[src/rtl/calculator_unit.sv]
// Sequential 6-bit unsigned arithmetic unit.
// A start request captures both operands. Sum, difference and product are formed immediately. A 6-cycle restoring divider then runs, and all four results are published together with a one-cycle valid strobe.
module calculator_unit (
  input  logic        i_clk,
  input  logic        i_rst_n,
  input  logic        i_start,
  input  logic [5:0]  i_data1,
  input  logic [5:0]  i_data2,
  output logic [6:0]  o_add,
  output logic [6:0]  o_sub,
  output logic [11:0] o_mul,
  output logic [5:0]  o_div,
  output logic        o_busy,
  output logic        o_valid
);

  localparam int unsigned OP_W  = 6;
  localparam int unsigned ADD_W = OP_W + 1;
  localparam int unsigned MUL_W = 2 * OP_W;
  localparam int unsigned CNT_W = 6;

  typedef enum logic [1:0] {
    IDLE = 2'd0,
    DIV  = 2'd1,
    DONE = 2'd2
  } state_t;

  state_t             state_q, state_d;
  logic [ADD_W-1:0]   add_r_q, add_r_d;
  logic [ADD_W-1:0]   sub_r_q, sub_r_d;
  logic [MUL_W-1:0]   mul_r_q, mul_r_d;
  logic [OP_W-1:0]    y_q, y_d;
  logic [OP_W-1:0]    dvd_q, dvd_d;
  logic [OP_W-1:0]    rem_q, rem_d;
  logic [OP_W-1:0]    quo_q, quo_d;
  logic [CNT_W-1:0]   cnt_q, cnt_d;
  logic [ADD_W-1:0]   add_o_q, add_o_d;
  logic [ADD_W-1:0]   sub_o_q, sub_o_d;
  logic [MUL_W-1:0]   mul_o_q, mul_o_d;
  logic [OP_W-1:0]    div_o_q, div_o_d;
  logic               busy_q, busy_d;
  logic               valid_q, valid_d;

  // One restoring step: shift in next dividend bit, trial-subtract divisor
  logic [ADD_W-1:0]   rem_shift;
  logic [ADD_W-1:0]   rem_sub;
  logic               rem_ge;

  assign rem_shift = {rem_q, dvd_q[OP_W-1]};
  assign rem_sub   = rem_shift - {1'b0, y_q};
  assign rem_ge    = (rem_shift >= {1'b0, y_q});

  always_ff @(posedge i_clk) begin
    if (!i_rst_n) begin
      state_q <= IDLE;
      add_r_q <= '0;
      sub_r_q <= '0;
      mul_r_q <= '0;
      y_q     <= '0;
      dvd_q   <= '0;
      rem_q   <= '0;
      quo_q   <= '0;
      cnt_q   <= '0;
      add_o_q <= '0;
      sub_o_q <= '0;
      mul_o_q <= '0;
      div_o_q <= '0;
      busy_q  <= 1'b0;
      valid_q <= 1'b0;
    end else begin
      state_q <= state_d;
      add_r_q <= add_r_d;
      sub_r_q <= sub_r_d;
      mul_r_q <= mul_r_d;
      y_q     <= y_d;
      dvd_q   <= dvd_d;
      rem_q   <= rem_d;
      quo_q   <= quo_d;
      cnt_q   <= cnt_d;
      add_o_q <= add_o_d;
      sub_o_q <= sub_o_d;
      mul_o_q <= mul_o_d;
      div_o_q <= div_o_d;
      busy_q  <= busy_d;
      valid_q <= valid_d;
    end
  end

  always_comb begin
    state_d = state_q;
    add_r_d = add_r_q;
    sub_r_d = sub_r_q;
    mul_r_d = mul_r_q;
    y_d     = y_q;
    dvd_d   = dvd_q;
    rem_d   = rem_q;
    quo_d   = quo_q;
    cnt_d   = cnt_q;
    add_o_d = add_o_q;
    sub_o_d = sub_o_q;
    mul_o_d = mul_o_q;
    div_o_d = div_o_q;
    busy_d  = busy_q;
    valid_d = 1'b0;

    case (state_q)
      IDLE: begin
        if (i_start) begin
          add_r_d = ADD_W'(i_data1) + ADD_W'(i_data2);
          sub_r_d = ADD_W'(i_data1) - ADD_W'(i_data2);
          mul_r_d = MUL_W'(i_data1) * MUL_W'(i_data2);
          y_d     = i_data2;
          dvd_d   = i_data1;
          rem_d   = '0;
          quo_d   = '0;
          cnt_d   = CNT_W'(OP_W);
          busy_d  = 1'b1;
          state_d = DIV;
        end
      end
      DIV: begin
        // Divide by zero always takes the subtract path, giving an all-ones quotient
        rem_d   = rem_ge ? OP_W'(rem_sub) : OP_W'(rem_shift);
        quo_d   = {quo_q[OP_W-2:0], rem_ge};
        dvd_d   = {dvd_q[OP_W-2:0], 1'b0};
        cnt_d   = cnt_q - CNT_W'(1);
        if (cnt_q == CNT_W'(1)) begin
          state_d = DONE;
        end
      end
      DONE: begin
        add_o_d = add_r_q;
        sub_o_d = sub_r_q;
        mul_o_d = mul_r_q;
        div_o_d = quo_q;
        valid_d = 1'b1;
        busy_d  = 1'b0;
        state_d = IDLE;
      end
      default: begin
        state_d = IDLE;
        busy_d  = 1'b0;
      end
    endcase
  end

  assign o_add   = add_o_q;
  assign o_sub   = sub_o_q;
  assign o_mul   = mul_o_q;
  assign o_div   = div_o_q;
  assign o_busy  = busy_q;
  assign o_valid = valid_q;

endmodule

[config.mk]
export PLATFORM = sky130hd
export DESIGN_NAME = calculator_unit
export DESIGN_NICKNAME = d
export VERILOG_FILES = /design/src/rtl/calculator_unit.sv
export SDC_FILE = /design/constraint.sdc
export NUM_CORES = 1
export LEC_CHECK = 0
export ABC_AREA = 1
export BUFFER_PORTS_ARGS = -buffer_cell sky130_fd_sc_hd__buf_2
export CORE_ASPECT_RATIO = 1.25
export CORE_MARGIN = 5
export CORE_UTILIZATION = 60
export DETAILED_ROUTE_END_ITERATION = 12
export GPL_TIMING_DRIVEN = 1
export PLACE_DENSITY = 0.92
export SLEW_MARGIN = 25
export SYNTH_ARGS = -nofsm -noshare
export SYNTH_HDL_FRONTEND = slang
export SYNTH_SLANG_ARGS = --single-unit
[constraint.sdc]
create_clock -name i_clk -period 4.4 [get_ports i_clk]
set_clock_uncertainty 0.05 [all_clocks]
set_input_delay 0.66 -clock i_clk [delete_from_list [all_inputs] [get_ports i_clk]]
set_output_delay 0.66 -clock i_clk [all_outputs]
set_load 0.02 [all_outputs]
Yosys cells after proc, flatten, opt, wreduce, memory -nomap -nowiden:

Index checks and enable logic that the tools add are counted.

* word-level logic and storage cells: 47
* bits in registers: 92
* latch bits: 0
* ROM bits: 0
* output and inout bits: 34
* memories kept: 0
* RAM bits: 0

* multipliers: 1
* reduce and logical (&&, ||, !) cells: 6
* shift operators: 0
* muxes and demuxes: 14
* add/sub/neg operators: 4
* bitwise gates (word level): 1
* div/mod/pow operators: 0
* magnitude comparators: 1
* equality and inequality tests: 5

Operators with widths (number)
* $pmux 6 s2: 4
* $mux 6: 4
* $mul 6x6->12: 1
* $reduce_and 2->1: 4
* $add 6x6->7: 1
* $ge 7x6->1: 1
* $sub 6x6->7: 1
* $eq 6x1->1 const B: 1
* $sub 6x1->6 const B: 1
* $sub 6x6->6: 1
* $mux 2: 2
* $ne 2x2->1 const B: 2
* $pmux 2 s2: 1
* $eq 2x1->1 const B: 1
* $eq 2x2->1 const B: 1
* $logic_not 2->1: 1
* $mux 1: 2
* $pmux 1 s2: 1
* $reduce_bool 2->1: 1
* $not 1->1: 1

Depth between registers and ports, before layout:

* depth after elaboration: 3
* mapped depth: 16

Worst setup path after synthesis:

Ideal clock, no wire load.

* kind: input to register
* start point: input port i_data1[3]
* end point: register mul_r_q[9]
* required time: 4.241 ns
* stages on the path: 14
* path slack: 0.806 ns
* arrival: 3.435 ns
* cells stage by stage: ha_1 fa_1 fa_1 inv_1 fa_1 inv_1 ha_1 a21oi_1 nand2_1 a21oi_1 or2_2 nand3_1 nand2_1 inv_1

* longest elaborated chain between the ends: 1

Ends and longest elaborated chain
* start: declaration: line 7 `input logic [5:0] i_data1,`
* $mul 6x6->12: line 111 `mul_r_d = MUL_W'(i_data1) * MUL_W'(i_data2);`
* end signal: assignment: line 74 `mul_r_q <= mul_r_d;`
* end: declaration: line 31 `logic [MUL_W-1:0] mul_r_q, mul_r_d;`

Every way passes these cells.
A chain may end at the register's enable or synchronous reset.

Final worst setup path:

Same ends and word-level chain as after synthesis.

==> flow_metrics.env <==
export IMPL_via_count=4586
export IMPL_edff_count_synth=0
export IMPL_synth_area_top_cells="sky130_fd_sc_hd__dfxtp_1 35%, sky130_fd_sc_hd__ha_1 9.7%, sky130_fd_sc_hd__nand2_1 8.4%, sky130_fd_sc_hd__nor2_1 7.9%, sky130_fd_sc_hd__fa_1 7.8%"
export IMPL_cp_cell_sequence="buf_2, ha_1, fa_1, fa_1, inv_1, fa_1, inv_1, ha_1, a21oi_1, nand2_1, a21oi_1, or2_2, nand3_1, nand2_1, inv_1"
export IMPL_max_cap_violations=0
export IMPL_cellPowerDensity_nw_per_um2=434
export IMPL_detail_route_iter0_violations=393
export IMPL_clk_transition_reported_paths_ps=80
export IMPL_cts_hold_repair_buffers=0
export IMPL_final_hold_violation_count=0
export IMPL_worstMarginPinSlew_ps=737
export IMPL_weighted_congestion_at_the_end_of_routability_driven_global_placement=0.936
export IMPL_final_layout_net_count=801
export IMPL_cts_buffers_inserted=9
export IMPL_placed_cell_area_um2=5410
export IMPL_number_of_pins_with_negative_max_slew_slack_in_the_final_report=0
export IMPL_max_clock_freq_mhz=276
export IMPL_postSynthAreaPerCell_um2=7.45
export IMPL_core_region_area_um2=8330
export IMPL_worstPathMaxFanout=8
export IMPL_critPathTopFamily="adder cells"
export IMPL_tritoncts_clock_tree="built"
export IMPL_ios=49
export IMPL_outcome="finished clean"
export IMPL_timing_final_crit_period_ps=3630
export IMPL_post_route_util_pct=66.8
export IMPL_numClockSinks=90
export IMPL_drc=0
export IMPL_rows=37
export IMPL_synth_top_cells_by_count="115 x sky130_fd_sc_hd__nand2_1, 108 x sky130_fd_sc_hd__nor2_1, 104 x sky130_fd_sc_hd__inv_1, 90 x sky130_fd_sc_hd__dfxtp_1, 64 x sky130_fd_sc_hd__o21ai_0"
export IMPL_synth_top_flop_cell="sky130_fd_sc_hd__dfxtp_1"
export IMPL_grt_start_max_net_pins=56
export IMPL_fp_dieArea_um2=10600
export IMPL_num_antenna_cells=0
export IMPL_drive_above_1_share_pct=11.5
export IMPL_min_period_over_period_pct=82.4
export IMPL_max_vdd_ir_drop_v=0.000231
export IMPL_yosys_area_top_type="sky130_fd_sc_hd__dfxtp_1"
export IMPL_post_synthesis_to_final_layout_area_growth_pct=8.09
export IMPL_hold_path_depth=2
export IMPL_max_slew_margin_rel_pct=50.8
export IMPL_synth_cell_area_um2=5150
export IMPL_cts_root_buf="sky130_fd_sc_hd__clkbuf_8"
export IMPL_clock_tree_buffer_depth=2
export IMPL_rsz0062_at_grt="no"
export IMPL_cts_resized=0
export IMPL_yosys_cell_count_top_type="sky130_fd_sc_hd__nand2_1"
export IMPL_met1_usage_pct=28.1
export IMPL_drt_wl_total_mm=11.4
export IMPL_portion_of_the_post_synthesis_area_used_by_sequential_elements_pct=35.0
export IMPL_setup_tns_final_ps=0
export IMPL_global_routing_usage_summed_across_all_routing_layers_pct=23.1
export IMPL_netlist_cell_type_count=36
export IMPL_grt_ovfl_total=0
export IMPL_cp_data_arrival_time_ps=3840
export IMPL_dr_pass1_iters=7
export IMPL_worst_setup_path_end_kind="flop"
export IMPL_buffering_stage_count_on_the_worst_path_with_inverters_included=4
export IMPL_groute_layer_met3_usage_pct=3.96
export IMPL_average_wire_length_per_cell_after_detail_routing_um=13.9
export IMPL_hold_path_startpoint="y_q[2]"
export IMPL_start_util_pct=61.8
export IMPL_critical_path_reg2reg_endpoint="quo_q[2]"
export IMPL_critical_path_max_stage_delay_ps=550
export IMPL_cts_htree_levels=3
export IMPL_ys_async_sr_fraction_pct=0
export IMPL_hold_class="reg -> reg"
export IMPL_die_h_um=114
export IMPL_die_w_um=92.9
export IMPL_worst_setup_path_type="in -> reg"
export IMPL_use_met2_pct=41.0
export IMPL_yosys_reg_bits=90
export IMPL_grt_pass1_vias=4661
export IMPL_clock_insertion_delay_worst_skew_ps=360
export IMPL_ff2ff_path_depth=6
export IMPL_r2r_setup_slack_ps=2020
export IMPL_post_syn_nets=766
export IMPL_ant_nets=0
export IMPL_dp_final_hpwl_mm=8.40
export IMPL_r2r_start="state_q[1]"
export IMPL_grt_first_pass_wirelength_mm=20.2
export IMPL_slowest_stage="sky130_fd_sc_hd__fa_1"
export IMPL_grt_busiest_layer="met2"
export IMPL_grt_antenna_before_repair=0
export IMPL_synth_warnings=0
export IMPL_layout_cell_area_non_filler_um2=5570
export IMPL_post_cts_setup_buffer_count=0
export IMPL_hold_end="y_q[2]"
export IMPL_yosys_area_top_type_share_pct=35.0
export IMPL_placement_io_buffers=48
export IMPL_worst_setup_path_start_kind="input port"
export IMPL_setup_violations_final=0
export IMPL_cell_count_after_synthesis=691
export IMPL_via_per_inst=5.55
export IMPL_crit_required_ps=4620
export IMPL_p_leak_nw=2.99
-- metrics by stage --
| stage | setup WS (ps) | hold slack (ps) | power [mW] | std cells |
|---|---|---|---|---|
| 5_1_grt | 537 | 450 | 2.60 | 826 |
| 3_5_place_dp | 396 | 413 | 1.93 | 812 |
| 3_3_place_gp | 528 | 400 | 1.88 | 812 |
| 2_1_floorplan | 806 | 380 | 1.72 | 691 |
| 4_1_cts | 774 | 425 | 2.41 | 826 |
| 6_report | 773 | 423 | 2.42 | 826 |
-- where the power goes --
part           internal [mW]  switching, mW  total, mW  leakage, nW
clock network          0.197          0.280      0.477       0.0769
logic                  0.355          0.634      0.989         2.18
registers              0.900         0.0509      0.951        0.736
total                   1.45          0.965       2.42         2.99
-- flip-flops by register name (all words and copies together), names as in the netlist, 7 cells and up --
name     flops
o_mul       12
mul_r_q     12
o_add        7
add_r_q      7
-- layout by cell type, fill, tap and decap left out, types with 3 or more instances in the layout --
master	netlist	final
sky130_fd_sc_hd__a211oi_1	4	4
sky130_fd_sc_hd__a21oi_1	40	40
sky130_fd_sc_hd__a31oi_1	5	5
sky130_fd_sc_hd__buf_2	10	48
sky130_fd_sc_hd__clkbuf_8	0	9
sky130_fd_sc_hd__dfxtp_1	90	90
sky130_fd_sc_hd__fa_1	20	20
sky130_fd_sc_hd__ha_1	40	40
sky130_fd_sc_hd__inv_1	104	104
sky130_fd_sc_hd__inv_2	6	6
sky130_fd_sc_hd__nand2_1	115	115
sky130_fd_sc_hd__nand3_1	19	19
sky130_fd_sc_hd__nand3_2	3	3
sky130_fd_sc_hd__nand4_1	6	6
sky130_fd_sc_hd__nor2_1	108	108
sky130_fd_sc_hd__nor2_4	3	3
sky130_fd_sc_hd__o21ai_0	64	64
sky130_fd_sc_hd__o21ai_1	4	4
sky130_fd_sc_hd__o21bai_1	4	4
sky130_fd_sc_hd__o22ai_1	3	3
sky130_fd_sc_hd__or2_2	3	3
sky130_fd_sc_hd__xor2_1	9	9
-- tightest hold or removal path: stages, from the launching register on --
cell	delay, ps
sky130_fd_sc_hd__dfxtp_1	300
sky130_fd_sc_hd__inv_1	70
sky130_fd_sc_hd__a21oi_1	60
-- layout make-up --
class	count	area (µm²)
repair buffers	50	255
multi-input cells	464	2820
fillers	679	2770
clock inverters	5	33.8
well taps	97	121
inverters	111	417
flip-flops and latches	90	1800
clock buffers	9	124
-- layer usage --
| layer | part of all wire, % | routed length [µm] |
|---|---|---|
| met4 | 1.7 | 192 |
| met1 | 41 | 4670 |
| met5 | 0 | 0 |
| met2 | 50 | 5760 |
| met3 | 7.2 | 824 |
-- cell families after synthesis --
logic type      Yosys count  share of synthesized area [%]
simple gates            263                           21.5
flops                    90                           35.0
fa+ha+maj                60                           17.5
buf+inv                 137                           10.4
compound gates          130                           13.7
xor+xnor                 11                           1.87
-- how the worst max path moves through the flow --
stage	depth (start not counted)	slack, ps	startpoint	endpoint
floorplan	14	810	i_data1[3]	mul_r_q[9]
global placement	15	530	i_data1[3]	mul_r_q[9]
detailed placement	15	400	i_data1[3]	mul_r_q[9]
CTS	15	770	i_data1[3]	mul_r_q[9]
global route	16	540	i_data1[3]	mul_r_q[11]
finish	15	770	i_data1[3]	mul_r_q[9]
Power figures use the tool's default switching activity.
